$ cat src/rtl/mips_defs.sv
// Shared MIPS datapath encodings: ALU operation codes, main-control ALU classes
// and R-type funct values, used by the ID/EX stage and the ALU alike.
package mips_defs;

  typedef enum logic [2:0] {
    ALU_AND = 3'b000,
    ALU_OR  = 3'b001,
    ALU_ADD = 3'b010,
    ALU_NOR = 3'b100,
    ALU_XOR = 3'b101,
    ALU_SUB = 3'b110,
    ALU_SLT = 3'b111
  } alu_op_e;

  typedef enum logic [1:0] {
    MAIN_ADD   = 2'b00,
    MAIN_SUB   = 2'b01,
    MAIN_RTYPE = 2'b10,
    MAIN_OR    = 2'b11
  } alu_main_e;

  localparam logic [5:0] FUNCT_ADD = 6'b100000;
  localparam logic [5:0] FUNCT_SUB = 6'b100010;
  localparam logic [5:0] FUNCT_AND = 6'b100100;
  localparam logic [5:0] FUNCT_OR  = 6'b100101;
  localparam logic [5:0] FUNCT_XOR = 6'b100110;
  localparam logic [5:0] FUNCT_NOR = 6'b100111;
  localparam logic [5:0] FUNCT_SLT = 6'b101010;

endpackage

$ cat src/rtl/alu_control.sv
// Combinational ALU control: maps main-control class and funct to the ALU opcode.
// Unknown R-type functs fall back to ADD.
module alu_control
  import mips_defs::*;
(
  input  logic [1:0] alu_main,
  input  logic [5:0] funct,
  output logic [2:0] alu_op
);

  always_comb begin
    alu_op = ALU_ADD;
    case (alu_main_e'(alu_main))
      MAIN_ADD: alu_op = ALU_ADD;
      MAIN_SUB: alu_op = ALU_SUB;
      MAIN_OR:  alu_op = ALU_OR;
      MAIN_RTYPE: begin
        case (funct)
          FUNCT_AND: alu_op = ALU_AND;
          FUNCT_OR:  alu_op = ALU_OR;
          FUNCT_ADD: alu_op = ALU_ADD;
          FUNCT_SUB: alu_op = ALU_SUB;
          FUNCT_SLT: alu_op = ALU_SLT;
          FUNCT_NOR: alu_op = ALU_NOR;
          FUNCT_XOR: alu_op = ALU_XOR;
          default:   alu_op = ALU_ADD;
        endcase
      end
      default: alu_op = ALU_ADD;
    endcase
  end

endmodule

$ cat src/rtl/id_ex_stage.sv
// ID/EX pipeline register with operand forwarding from EX/MEM and MEM/WB,
// load-use hazard detection and the ALU control decode feeding the ALU directly.
module id_ex_stage
  import mips_defs::*;
#(
  parameter int REG_W  = 5,
  parameter int DATA_W = 32
) (
  input  logic              clk,
  input  logic              rst_n,
  input  logic              id_valid,
  input  logic [DATA_W-1:0] id_rs_val,
  input  logic [DATA_W-1:0] id_rt_val,
  input  logic [REG_W-1:0]  id_rs,
  input  logic [REG_W-1:0]  id_rt,
  input  logic [REG_W-1:0]  id_rd,
  input  logic [DATA_W-1:0] id_imm,
  input  logic [5:0]        id_funct,
  input  logic [1:0]        id_alu_main,
  input  logic              id_alu_src,
  input  logic              id_reg_dst,
  input  logic              id_reg_write,
  input  logic              id_mem_read,
  input  logic              id_mem_write,
  input  logic              id_mem_to_reg,
  input  logic              stall,
  input  logic              flush,
  input  logic              exmem_reg_write,
  input  logic [REG_W-1:0]  exmem_rd,
  input  logic [DATA_W-1:0] exmem_result,
  input  logic              memwb_reg_write,
  input  logic [REG_W-1:0]  memwb_rd,
  input  logic [DATA_W-1:0] memwb_result,
  output logic [DATA_W-1:0] Ope1,
  output logic [DATA_W-1:0] Ope2,
  output logic [2:0]        AluOp,
  output logic [DATA_W-1:0] ex_store_data,
  output logic [REG_W-1:0]  ex_wreg,
  output logic              ex_valid,
  output logic              ex_reg_write,
  output logic              ex_mem_read,
  output logic              ex_mem_write,
  output logic              ex_mem_to_reg,
  output logic              stall_req
);

  typedef struct packed {
    logic              valid;
    logic [DATA_W-1:0] rs_val;
    logic [DATA_W-1:0] rt_val;
    logic [REG_W-1:0]  rs;
    logic [REG_W-1:0]  rt;
    logic [REG_W-1:0]  rd;
    logic [DATA_W-1:0] imm;
    logic [5:0]        funct;
    logic [1:0]        alu_main;
    logic              alu_src;
    logic              reg_dst;
    logic              reg_write;
    logic              mem_read;
    logic              mem_write;
    logic              mem_to_reg;
  } id_ex_t;

  id_ex_t id_p0;
  id_ex_t ex_p1;

  // EX/MEM is the younger producer, so it wins over MEM/WB; r0 is hardwired zero.
  function automatic logic [DATA_W-1:0] forward(
    input logic [REG_W-1:0]  idx,
    input logic [DATA_W-1:0] reg_val,
    input logic              em_we,
    input logic [REG_W-1:0]  em_rd,
    input logic [DATA_W-1:0] em_res,
    input logic              mw_we,
    input logic [REG_W-1:0]  mw_rd,
    input logic [DATA_W-1:0] mw_res
  );
    logic [DATA_W-1:0] val;
    val = reg_val;
    if (em_we && (em_rd != '0) && (em_rd == idx)) val = em_res;
    else if (mw_we && (mw_rd != '0) && (mw_rd == idx)) val = mw_res;
    return val;
  endfunction

  // ---- p0: decode-side capture bundle ----
  assign id_p0 = '{
    valid:      id_valid,
    rs_val:     id_rs_val,
    rt_val:     id_rt_val,
    rs:         id_rs,
    rt:         id_rt,
    rd:         id_rd,
    imm:        id_imm,
    funct:      id_funct,
    alu_main:   id_alu_main,
    alu_src:    id_alu_src,
    reg_dst:    id_reg_dst,
    reg_write:  id_reg_write,
    mem_read:   id_mem_read,
    mem_write:  id_mem_write,
    mem_to_reg: id_mem_to_reg
  };

  assign stall_req = !flush && ex_p1.valid && ex_p1.mem_read && (ex_p1.rt != '0) &&
                     ((ex_p1.rt == id_rs) || (ex_p1.rt == id_rt)) && id_valid;

  // ---- p1: ID/EX register ----
  always_ff @(posedge clk or negedge rst_n) begin
    if (!rst_n)         ex_p1 <= '0;
    else if (flush)     ex_p1 <= '0;
    else if (stall)     ex_p1 <= ex_p1;
    else if (stall_req) ex_p1 <= '0;
    else                ex_p1 <= id_p0;
  end

  logic [DATA_W-1:0] fwd_rs;
  logic [DATA_W-1:0] fwd_rt;

  assign fwd_rs = forward(ex_p1.rs, ex_p1.rs_val, exmem_reg_write, exmem_rd, exmem_result,
                          memwb_reg_write, memwb_rd, memwb_result);
  assign fwd_rt = forward(ex_p1.rt, ex_p1.rt_val, exmem_reg_write, exmem_rd, exmem_result,
                          memwb_reg_write, memwb_rd, memwb_result);

  assign Ope1          = fwd_rs;
  assign Ope2          = ex_p1.alu_src ? ex_p1.imm : fwd_rt;
  assign ex_store_data = fwd_rt;
  assign ex_wreg       = ex_p1.reg_dst ? ex_p1.rd : ex_p1.rt;
  assign ex_valid      = ex_p1.valid;
  assign ex_reg_write  = ex_p1.reg_write;
  assign ex_mem_read   = ex_p1.mem_read;
  assign ex_mem_write  = ex_p1.mem_write;
  assign ex_mem_to_reg = ex_p1.mem_to_reg;

  alu_control u_alu_control (
    .alu_main (ex_p1.alu_main),
    .funct    (ex_p1.funct),
    .alu_op   (AluOp)
  );

endmodule

$ cat config.mk
export PLATFORM = sky130hd
export DESIGN_NAME = id_ex_stage
export DESIGN_NICKNAME = d
export VERILOG_FILES = /design/src/rtl/mips_defs.sv /design/src/rtl/alu_control.sv /design/src/rtl/id_ex_stage.sv
export SDC_FILE = /design/constraint.sdc
export NUM_CORES = 1
export LEC_CHECK = 0
export ABC_AREA = 1
export CAP_MARGIN = 30
export CORE_MARGIN = 2
export CORE_UTILIZATION = 25
export DETAILED_ROUTE_END_ITERATION = 8
export GPL_TIMING_DRIVEN = 1
export PLACE_DENSITY = 0.53
export SLEW_MARGIN = 20
export SYNTH_ARGS = -nofsm -noshare
export SYNTH_HDL_FRONTEND = slang
export SYNTH_SLANG_ARGS = --single-unit
export TNS_END_PERCENT = 100
$ cat constraint.sdc
create_clock -name clk -period 1.6 [get_ports clk]
set_input_delay 0.16 -clock clk [delete_from_list [all_inputs] [get_ports clk]]
set_output_delay 0.16 -clock clk [all_outputs]
set_load 0.01 [all_outputs]
==> impl_metrics.csv, run 1 <==
group,metric,value,unit
place,place_congestion,0.843,
global_routing,grt_overflow,0,
logic_synthesis,synthAdderAreaFrac,0,%
place,place_hpwl,25.8,mm
worst_setup_path,setup.worst_path.start_class,"register",
timing,fin_ws,-730,ps
timing,layout_min_cycle_time,2330,ps
clocking,clockRootBuffer,"clkbuf_16",
clocking,path_clk_slew,60,ps
timing,setup_viol,228,
routing,drt_iter0_markers,542,
global_routing,grt_pass1_wl,57.1,mm
cells_and_area,syn_to_final_growth,92.0,%
worst_setup_path,criticalPathCategory,"reg -> out",
logic_synthesis,syn_avg_cell_area,6.91,sq um
logic_synthesis,ys_async_sr_fraction,100,%
logic_synthesis,synth_top_family_by_area,"simple AND/OR/NAND/NOR gates",
logic_synthesis,synthFlopType,"dfrtp_1",
worst_setup_path,worstPathArrival,2170,ps
logic_synthesis,synth-simple-area-share,49.2,%
clocking,cts_sinks,126,
place,portBuffers,315,
floorplanning,core_area,31500,sq um
global_routing,grt_pass1_vias,9620,
place,post-place-ws,-1040,ps
timing,rsz0062_at_grt,"true",
logic_synthesis,syn-num-nets,1359,
routing,vias,9534,
timing,max_freq,429,MHz
timing,tns,-118770,ps
routing,met2_length,19.6,mm
global_routing,grt_max_degree,39,
logic_synthesis,yosysSeqAreaShare,39.6,%
routing,routed_wl,40.8,mm
floorplanning,dieArea,33300,sq um
pwr,powerDensity,693,nW/um^2
cells_and_area,largest_reg_flops,121,
logic_synthesis,synth_compound_area_share,0.581,%
worst_setup_path,required,1440,ps
routing,routedWlPerCell,20.8,microns
worst_setup_path,r2r_start,"ex_p1[51]$_DFFE_PN0P_",
cells_and_area,fillers,3039,
logic_synthesis,synth_cell_type_count,28,
worst_setup_path,startpoint,"ex_p1[54]$_DFFE_PN0P_",
routing,drc_errors,0,
pwr,leakage,7.45,nW
timing,hold_viol,0,
routing,drt-met1-wl,17.4,mm
pwr,ir_worst_vdd,0.000579,V
clocking,cts_inserted_buffers,17,
clocking,cts_tree,"yes",
worst_hold_path,holdCritPathClass,"in -> async",
place,placed_cell_area,12100,sq um
routing,wl_met3,3.06,mm
cells_and_area,largest-register,"ex_p1",
worst_setup_path,crit_fanout,13,
timing,finClkSkew,12.6,ps
timing,worstMarginPinSlew,426,ps
logic_synthesis,synth_mux_area_share,0.141,%
routing,first_pass_iters,5,
cells_and_area,final_cell_area,15300,sq um
global_routing,antenna_found_initial,3,
pwr,power,10.6,mW
clocking,clk_latency,410,ps
global_routing,track_usage,22.6,%
logic_synthesis,yosys_register_bits,126,
timing,slew-limit-headroom,71.6,%
run,drv_cap,0,
clocking,h-tree-depth,4,
worst_setup_path,end_kind,"output pin",
floorplanning,fp-row-count,65,
status,outcome,"complete, but fails checks",
cells_and_area,nNetsFinal,1750,
floorplanning,die_w,183,microns
logic_synthesis,syn_inst,1153,
routing,highest_layer,"met4",
logic_synthesis,yosysWarningCount,0,
floorplanning,die_h,183,microns
floorplanning,ios,316,
routing,final_antenna_net_count,0,
cells_and_area,drive_gt1_share,39.8,%
status,violations,"setup timing",
floorplanning,initial_core_util,25.3,%
timing,post-route-period-util,146,%
clocking,clockBufferDepth,2,
timing,finalMaxSlewViolations,0,
logic_synthesis,syn-cell-area,7970,sq um
routing,via_per_inst,4.86,
logic_synthesis,synth-xor-area-share,2.97,%
logic_synthesis,synth_edf_count,0,
[where the power goes]
| part | internal [mW] | switching, mW | total (mW) |
|---|---|---|---|
| Combinational | 1.45 | 1.41 | 2.86 |
| Sequential | 3.37 | 0.122 | 3.49 |
| Clock | 2.62 | 1.63 | 4.25 |
[metrics by stage]
stage | instances | hold WS, ps | util [%]
floorplan | 1153 | -136 | -
global placement | 1866 | 104 | 38.6
detailed placement | 1866 | 101 | 38.6
CTS | 1933 | 237 | 43.8
global route | 1961 | 256 | 48.6
finish | 1961 | 240 | 48.6
[timing repair]
action | 4_1_cts | 5_1_grt
pin swaps | 56 | 81
setup endpoints to repair | 230 | 230
resized for setup | 640 | 251
endpoints found under the hold margin | 34 | 0
gates cloned | 10 | 19
hold buffers | 1 | 0
buffers inserted | 25 | 12
[metal layers]
layer / track usage, % / up-vias
met4: 6.58 / 0
met1: 29.0 / 4599
li1: - / 4512
met5: 0 / -
met2: 37.8 / 378
met3: 5.25 / 45
[worst max-delay path, cell delays in order, from the launching register on]
cell and delay, ps:
dfrtp_2 450, inv_2 70, nand2_1 40, nand2_1 70, nand3_2 140, nor2_4 130
buf_12 150, nand2_8 70, buf_12 160, nand2_2 70, nand3_2 110, nand3_2 100
nand2_1 60, buf_2 130
[worst paths after layout]
check                      depth (start not counted)                endpoint  slack, ps
min reg2reg                                        2   ex_p1[22]$_DFFE_PN0P_        470
max reg2reg                                       12   ex_p1[31]$_DFFE_PN0P_       -480
max                                               13                Ope2[18]       -730
max in group asynchronous                          3    ex_p1[5]$_DFFE_PN0P_        760
min in group clk                                   3   ex_p1[45]$_DFFE_PN0P_        290
min                                                2  ex_p1[114]$_DFFE_PN0P_        240
[kinds of logic after synthesis]
kind of cell,Yosys count
AND/OR/NAND/NOR,853
buffers and inverters,137
flip-flops,126
XOR/XNOR,27
AO/OA/AOI/OAI,9
multiplexers,1
[synthesized netlist by cell type, drive strengths merged, types with 2 or more instances]
cell type / instances / area, sq um
and2: 32 / 200
buf: 53 / 290
clkbuf: 32 / 120
dfrtp: 126 / 3150
inv: 51 / 191
nand2: 468 / 1760
nand3: 261 / 1310
nand3b: 65 / 488
nand4: 2 / 12.5
nor2: 19 / 81.3
nor3: 5 / 58.8
o21ai: 8 / 40.0
xnor2: 9 / 78.8
xor2: 18 / 158
[cells in the final DEF, fill, tap and decap left out, types with 4 or more instances in the layout]
cell and count:
o21ai_0 6, inv_2 6, nand3_2 198, nand2_4 15, buf_16 9, buf_6 53
buf_8 6, xnor2_1 6, xor2_1 14, buf_2 68, nor2_4 4, nor2_1 15
nand2_2 69, clkdlybuf4s50_1 207, nand3b_1 65, and2_1 14, clkinv_4 6, nand3_1 52
nand2_1 382, nand3_4 11, buf_12 41, clkbuf_16 33, dfrtp_1 121, bufinv_16 4
buf_4 50, inv_1 42, dfrtp_2 5, and2_4 18
[area by class of cell]
cell class	instances	area, sq um	share of cell area [%]
repair buffers	457	5020	32.8
clock inverters	13	190	1.24
well taps	402	503	3.29
diodes	3	7.51	0.0491
clock buffers	18	429	2.81
inverters	52	203	1.32
multi-input cells	890	5790	37.8
flip-flops and latches	126	3160	20.6
No activity file was read; power rests on OpenSTA's default activity.
==> run 2, diff against run 1 <==
--- a/config.mk
+++ b/config.mk
@@ -7,7 +7,7 @@
 export LEC_CHECK = 0
 export ABC_AREA = 1
 export CAP_MARGIN = 30
-export CORE_MARGIN = 2
+export CORE_MARGIN = 5
 export CORE_UTILIZATION = 25
 export DETAILED_ROUTE_END_ITERATION = 8
 export GPL_TIMING_DRIVEN = 1
==> impl_metrics.csv, run 2 (same netlist as run 1, synthesis figures left out) <==
group,metric,value,unit
cells_and_area,final_cell_mix,"382 x nand2_1, 206 x clkdlybuf4s50_1, 176 x nand3_1",
timing,finClkSkew,18.0,ps
routing,via_per_inst,4.85,
pwr,powerDensity,698,nW/um^2
worst_setup_path,worstPathArrival,2240,ps
cells_and_area,final_common_cell,"nand2_1",
floorplanning,core_area,31600,sq um
worst_setup_path,required,1440,ps
timing,slew-limit-headroom,70.7,%
floorplanning,die_h,189,microns
cells_and_area,final_cell_area,14900,sq um
run,drv_cap,0,
clocking,clockRootBuffer,"clkbuf_16",
clocking,clk_latency,420,ps
cells_and_area,instances_no_fill,1982,
worst_setup_path,crit_fanout,8,
timing,finalMaxSlewViolations,0,
floorplanning,initial_core_util,25.3,%
place,place_hpwl,27.1,mm
cells_and_area,largest_reg_flops,121,
routing,first_pass_iters,7,
place,portBuffers,315,
routing,routed_wl,41.0,mm
pwr,leakage,7.50,nW
global_routing,track_usage,21.2,%
worst_hold_path,holdCritPathClass,"in -> async",
clocking,path_clk_slew,70,ps
timing,max_freq,417,MHz
global_routing,grt_pass1_wl,59.0,mm
floorplanning,fp-row-count,65,
routing,drt_iter0_markers,622,
timing,setup_viol,225,
status,violations,"setup timing",
place,place_inst,1883,
worst_setup_path,end_kind,"output pin",
floorplanning,ios,316,
clocking,cts_inserted_buffers,17,
cells_and_area,largest-register,"ex_p1",
floorplanning,dieArea,35600,sq um
timing,hold_viol,0,
floorplanning,die_w,189,microns
place,placed_cell_area,12200,sq um
clocking,h-tree-depth,4,
worst_setup_path,setup.worst_path.start_class,"register",
clocking,cts_tree,"yes",
cells_and_area,drive_gt1_share,33.1,%
place,place_congestion,0.850,
cells_and_area,nNetsFinal,1772,
timing,rsz0062_at_grt,"true",
timing,tns,-109500,ps
timing,post-route-period-util,150,%
clocking,cts_sinks,126,
timing,layout_min_cycle_time,2400,ps
timing,worstMarginPinSlew,440,ps
status,outcome,"complete, but fails checks",
routing,routedWlPerCell,20.7,microns
global_routing,grt_pass1_vias,9924,
clocking,clockBufferDepth,2,
cells_and_area,multi_input_area,5270,sq um
worst_setup_path,criticalPathCategory,"reg -> out",
routing,vias,9608,
global_routing,grt_max_degree,63,
cells_and_area,syn_to_final_growth,86.3,%
cells_and_area,fillers,3152,
cells_and_area,ff_latch_area,3160,sq um
routing,final_antenna_net_count,0,
global_routing,grt_overflow,0,
pwr,ir_worst_vdd,0.000695,V
timing,fin_ws,-796,ps
routing,drc_errors,0,
global_routing,antenna_found_initial,4,
[run 2: cell count changes in the layout (fill, tap and decap cells not counted), moves of 15 or more]
cell     change
buf_2       -15
buf_4       +22
buf_6       +28
nand2_2     -18
nand2_4     +18
nand3_1    +124
nand3_2    -123
[run 2: critical path, cell delays in order (launching register included)]
cell      delay [ps]
dfrtp_1          410
buf_6            130
xnor2_2          120
nand2_2          100
nor3_4           220
buf_6            160
buf_12           150
buf_4            120
nand3b_1         110
and2_4           170
buf_6            110
[run 2: final timing paths]
check	cells after the start	slack, ps	to	start
setup / recovery	10	-800	ex_store_data[10]	ex_p1[51]$_DFFE_PN0P_
hold / removal	2	260	ex_p1[115]$_DFFE_PN0P_	rst_n
setup reg to reg	11	-380	ex_p1[101]$_DFFE_PN0P_	ex_p1[55]$_DFFE_PN0P_
hold reg to reg	2	480	ex_p1[22]$_DFFE_PN0P_	ex_p1[22]$_DFFE_PN0P_
max in group asynchronous	3	750	ex_p1[4]$_DFFE_PN0P_	rst_n
min in group clk	3	290	ex_p1[6]$_DFFE_PN0P_	id_alu_main[0]
[run 2: layer usage]
| metal | up-vias | GRT usage, % | part of all wire (%) |
|---|---|---|---|
| met5 | - | 0 | 0.10 |
| li1 | 4558 | - | - |
| met1 | 4654 | 28.4 | 45 |
| met3 | 42 | 5.61 | 7.0 |
| met2 | 348 | 34.7 | 46 |
| met4 | 6 | 4.90 | 1.6 |
[run 2: through the flow]
| stage | power (mW) | utilization, % | worst slack [ps] | hold slack [ps] |
|---|---|---|---|---|
| after CTS | 10.2 | 43.6 | -823 | 255 |
| after floorplan | 4.42 | - | -2.41 | -136 |
| after global routing | 10.8 | 47.1 | -918 | 259 |
| after detailed placement | 6.05 | 38.8 | -1090 | 118 |
| final | 10.4 | 47.1 | -796 | 257 |
| after global placement | 6.04 | 38.8 | -1080 | 123 |
[run 2: layout make-up]
cell class / count / share of cell area (%)
Antenna cell: 1 / 0.0168
Clock buffer: 18 / 2.96
Timing Repair Buffer: 479 / 34.5
Multi-Input combinational cell: 890 / 35.5
Inverter: 52 / 1.36
Tap cell: 402 / 3.39
Sequential cell: 126 / 21.3
Clock inverter: 14 / 0.986
[run 2: what timing repair did]
action | in CTS | in global routing
gates cloned | 9 | 13
hold endpoints to repair | 30 | 0
pin swaps | 56 | 95
endpoints found under the setup margin | 231 | 232
buffers inserted | 34 | 15
resized for setup | 587 | 222
hold buffers | 1 | 0
[run 2: where the power goes]
group | switching (mW) | internal [mW]
clock network | 1.74 | 2.24
logic | 1.38 | 1.50
registers | 0.130 | 3.36
